[src/rtl/alu_ex_stage.sv]
// ID/EX + EX/WB wrapper around a combinational 32-bit ALU.
// Forwards from EX/WB and a one-entry retire register to resolve RAW hazards.
module alu_ex_stage #(
    parameter int unsigned DATA_W = 32,
    parameter int unsigned REG_W  = 5,
    parameter int unsigned IMM_W  = 16
) (
    input  logic              clk,
    input  logic              rst,
    input  logic              in_valid,
    output logic              in_ready,
    input  logic [3:0]        in_opcode,
    input  logic [REG_W-1:0]  in_rs,
    input  logic [DATA_W-1:0] in_rs_val,
    input  logic [REG_W-1:0]  in_rt,
    input  logic [DATA_W-1:0] in_rt_val,
    input  logic [IMM_W-1:0]  in_imm,
    input  logic              in_use_imm,
    input  logic [REG_W-1:0]  in_rd,
    input  logic              in_wen,
    output logic [DATA_W-1:0] alu_a,
    output logic [DATA_W-1:0] alu_b,
    output logic [3:0]        alu_opcode,
    input  logic [DATA_W-1:0] alu_result,
    output logic              out_valid,
    input  logic              out_ready,
    output logic [DATA_W-1:0] out_result,
    output logic [REG_W-1:0]  out_rd,
    output logic              out_wen
);

    // ID/EX register
    logic              s1_valid;
    logic [3:0]        s1_opcode;
    logic [REG_W-1:0]  s1_rs;
    logic [DATA_W-1:0] s1_rs_val;
    logic [REG_W-1:0]  s1_rt;
    logic [DATA_W-1:0] s1_rt_val;
    logic [IMM_W-1:0]  s1_imm;
    logic              s1_use_imm;
    logic [REG_W-1:0]  s1_rd;
    logic              s1_wen;

    // Retire register: holds the last written-back result until the RF catches up
    logic              ret_valid;
    logic [REG_W-1:0]  ret_rd;
    logic [DATA_W-1:0] ret_val;

    logic advance;
    logic accept;
    logic out_fire;

    assign advance  = s1_valid && (!out_valid || out_ready);
    assign in_ready = !s1_valid || advance;
    assign accept   = in_valid && in_ready;
    assign out_fire = out_valid && out_ready;

    always_ff @(posedge clk) begin
        if (rst) begin
            s1_valid   <= 1'b0;
            s1_opcode  <= '0;
            s1_rs      <= '0;
            s1_rs_val  <= '0;
            s1_rt      <= '0;
            s1_rt_val  <= '0;
            s1_imm     <= '0;
            s1_use_imm <= 1'b0;
            s1_rd      <= '0;
            s1_wen     <= 1'b0;
        end else if (accept) begin
            s1_valid   <= 1'b1;
            s1_opcode  <= in_opcode;
            s1_rs      <= in_rs;
            s1_rs_val  <= in_rs_val;
            s1_rt      <= in_rt;
            s1_rt_val  <= in_rt_val;
            s1_imm     <= in_imm;
            s1_use_imm <= in_use_imm;
            s1_rd      <= in_rd;
            s1_wen     <= in_wen;
        end else if (advance) begin
            s1_valid <= 1'b0;
        end
    end

    always_ff @(posedge clk) begin
        if (rst) begin
            out_valid  <= 1'b0;
            out_result <= '0;
            out_rd     <= '0;
            out_wen    <= 1'b0;
        end else if (advance) begin
            out_valid  <= 1'b1;
            out_result <= alu_result;
            out_rd     <= s1_rd;
            out_wen    <= s1_wen;
        end else if (out_fire) begin
            out_valid <= 1'b0;
        end
    end

    // Captures the outgoing EX/WB contents, even when EX/WB reloads on the same edge
    always_ff @(posedge clk) begin
        if (rst) begin
            ret_valid <= 1'b0;
            ret_rd    <= '0;
            ret_val   <= '0;
        end else if (out_fire) begin
            ret_valid <= out_wen;
            ret_rd    <= out_rd;
            ret_val   <= out_result;
        end
    end

    logic a_hit_ex, a_hit_ret, b_hit_ex, b_hit_ret;

    assign a_hit_ex  = out_valid && out_wen && (out_rd == s1_rs) && (s1_rs != '0);
    assign a_hit_ret = ret_valid && (ret_rd == s1_rs) && (s1_rs != '0);
    assign b_hit_ex  = out_valid && out_wen && (out_rd == s1_rt) && (s1_rt != '0);
    assign b_hit_ret = ret_valid && (ret_rd == s1_rt) && (s1_rt != '0);

    assign alu_opcode = s1_opcode;

    always_comb begin
        alu_a = s1_rs_val;
        if (a_hit_ex) begin
            alu_a = out_result;
        end else if (a_hit_ret) begin
            alu_a = ret_val;
        end
    end

    always_comb begin
        alu_b = s1_rt_val;
        if (s1_use_imm) begin
            alu_b = {{(DATA_W-IMM_W){s1_imm[IMM_W-1]}}, s1_imm};
        end else if (b_hit_ex) begin
            alu_b = out_result;
        end else if (b_hit_ret) begin
            alu_b = ret_val;
        end
    end

endmodule

[config.mk]
export PLATFORM = sky130hd
export DESIGN_NAME = alu_ex_stage
export DESIGN_NICKNAME = d
export VERILOG_FILES = /design/src/rtl/alu_ex_stage.sv
export SDC_FILE = /design/constraint.sdc
export NUM_CORES = 1
export LEC_CHECK = 0
export BUFFER_PORTS_ARGS = -buffer_cell sky130_fd_sc_hd__buf_4
export CORE_UTILIZATION = 35
export CTS_CLUSTER_SIZE = 30
export DETAILED_ROUTE_END_ITERATION = 10
export PLACE_DENSITY = 0.63
export RECOVER_POWER = 100
export SETUP_SLACK_MARGIN = 0.15
export SLEW_MARGIN = 0
export SYNTH_ARGS = -nofsm -noshare
export SYNTH_HDL_FRONTEND = slang
export SYNTH_SLANG_ARGS = --single-unit
[constraint.sdc]
create_clock -name clk -period 2.1 [get_ports clk]
set_input_delay 0.105 -clock clk [delete_from_list [all_inputs] [get_ports clk]]
set_output_delay 0.105 -clock clk [all_outputs]
set_load 0.05 [all_outputs]
==> flow_summary.yaml <==
timing:
  final_hold_viol_count: 0
  timing.fmax_mhz: 354.3
  maxSlewViolCount: 0
  fin_crit_sh_pct: 134.4
  slew_headroom_pct: 40.61
  rsz0062_at_grt: "true"
  finalSetupViolCount: 106
  skew_ns: 0.01105
  worst_slew_pin_slew_ns: 0.8908
  fin_tns_setup_ns: -35.72
  worst_slack_ns: -0.7226
  period_needed_ns: 2.823
final_layout:
  finalNetCount: 1561
  multi_input_area_um2: 4773
  area_growth_pct: 72.36
  fillers: 1871
  final_core_util_pct: 62.11
  antenna_cells: 0
  regArea_um2: 3615
  final_cells: 1717
  drive_gt1_share_pct: 31.59
place:
  place_congestion: 0.8472
  place_inst: 1531
  port_buffers: 244
  post-dp-hpwl_um: 18900
logic_synthesis:
  synth_top_area_cell: "dfxtp_1"
  synth_most_common_cell: "nand2_1"
  synth_area_leaders: "dfxtp_1, nand2_1, a21oi_1"
  synth_cells: 1031
  synth_top_area_share_pct: 45.15
  ys_seq_area_share_pct: 45.15
  syn_nets: 1168
  synthArstFlopShare_pct: 0
  synth_edf_count: 0
  syn_avg_cell_area_um2: 7.698
  yosysUniqueCellTypes: 25
  yosys-top-cells-count: "nand2_1, a21oi_1, dfxtp_1"
  synth_ff_type: "dfxtp_1"
  synth_area_um2: 7936
  ys_ff_latch: 179
  ys_warn_count: 0
critical_path:
  crit_fanout: 13
  cp.required_ns: 2.00
  critPathLaunchType: "register"
  critPathKind: "register to output pin"
  arrival_ns: 2.72
  r2r_slack_ns: -0.09
  end_kind: "output pin"
routing:
  antenna_left: 0
  detail_route.wl_per_cell_um: 17.80
  via_count: 8719
  wl_um: 30560
  viasPerCell: 5.078
  drt_iter0_drc: 473
  drc: 17
  dr.pass1.iters: 11
floorplanning:
  core_um2: 22030
  start_util_pct: 36.03
  die_h_um: 152.6
  die_w_um: 152.6
  ios: 245
  die_area_um2: 23280
  rows: 54
pwr:
  p_per_area_nw_per_um2: 623.4
  p_leak_nw: 5.317
  peakVddDrop_mv: 0.4799
grt:
  busiest_layer: "met2"
  grt_first_pass_wirelength_um: 47300
  overflow: 0
  grt_usage_pct: 25.97
  met3_usage_pct: 4.721
  met2_usage_pct: 45.92
  grt_max_degree: 68
  grt_antenna_before_repair: 0
  grt_pass1_vias: 8568
  grt_use_met1_pct: 32.12
run:
  cap_viol_max_count: 0
clock_network:
  cts_buffers: 17
  path_clk_slew_ns: 0.07
  cts_max_path_buffers: 2
  clk_latency_ns: 0.43
  clock_sinks: 179
  clockRootBuffer: "clkbuf_16"
  htreeDepth: 4
  tritoncts: "done"
run_status:
  violations: "DRC, setup timing"
  outcome: "complete, but fails checks"
worst_hold_path:
  hold_class: "input port to register"
flip-flops by register name, summed over array words and instances (netlist names), 16 cells and up:
signal / cells
ret_val: 32
s1_rt_val: 32
s1_imm: 16
out_result: 32
s1_rs_val: 32
kinds of logic (layout without fill, tap and decap cells):
logic type                after synthesis  after routing  share of synthesized area, %
xor gates and xnor gates               20             20                         2.207
muxes                                  64             64                         9.002
DFF                                   179            179                         45.15
and+or+nand+nor                       414            414                         20.50
buffers and inverters                 112            518                         5.865
AOI/OAI and AO/OA                     242            242                         17.28
where the power goes:
part | switching (mW) | internal [mW]
combinational | 1.03 | 0.820
clock | 1.39 | 1.62
sequential | 0.143 | 3.54
placed cells by master, fill, tap and decap left out, drive strengths merged:
master,count
nand2,359
buf,275
a21oi,210
dfxtp,179
dlygate4sd3,133
clkbuf,70
mux2i,47
nor2,38
inv,32
a221o,17
mux2,17
a222oi,15
xnor2,12
xor2,8
clkinvlp,5
or4,4
nand4,3
nor2b,3
clkinv,3
and2,3
nor4,2
nor3,1
nand2b,1
path summary, 6_finish.rpt:
path	from	depth (start not counted)	end
setup / recovery	s1_rt[0]$_SDFFE_PP0P_	9	alu_b[4]
setup reg to reg	out_valid$_SDFFE_PP0P_	7	s1_rt[4]$_SDFFE_PP0P_
hold / removal	in_rt[2]	3	s1_rt[2]$_SDFFE_PP0P_
hold reg to reg	s1_rd[2]$_SDFFE_PP0P_	2	out_rd[2]$_SDFFE_PP0P_
final cells by class:
type | count | area share, %
clock buffers | 22 | 3.467
clock inverters | 10 | 0.5396
inverters | 30 | 0.8232
multi-input cells | 740 | 34.89
flip-flops and latches | 179 | 26.42
well taps | 280 | 2.561
repair buffers | 456 | 31.29
routing by layer:
metal,vias up,wire (um)
met1,4161,12740
met5,-,0
met2,313,15380
met3,30,1963
met4,0,477
li1,4215,-
critical path, cell delays in order (launching register included):
cell	delay (ns)
dfxtp_2	0.33
buf_6	0.11
xor2_1	0.13
or4_4	0.49
nor4_4	0.19
buf_4	0.18
nor2_4	0.06
buf_12	0.18
a222oi_1	0.34
buf_4	0.27
timing repair:
action | CTS | global route
hold buffers | 133 | 0
buffers inserted | 14 | 0
cloned | 7 | 0
gates resized for setup | 148 | 27
endpoints found under the hold margin | 133 | 0
pin swaps | 35 | 10
endpoints found under the setup margin | 64 | 64
stage by stage:
step / setup slack [ns] / power (mW) / cell area [um^2] / hold WS [ns]
3_3_place_gp: -0.3539 / 5.293 / 10900 / 0.3516
6_report: -0.7226 / 8.528 / 13680 / 0.01789
3_5_place_dp: -0.3803 / 5.309 / 10900 / 0.3594
5_1_grt: -0.7937 / 8.863 / 13680 / 0.005682
4_1_cts: -0.7119 / 8.593 / 13700 / 0.01878
2_1_floorplan: -0.8319 / 4.662 / 8406 / 0.2224
Power figures use the tool's default switching activity.
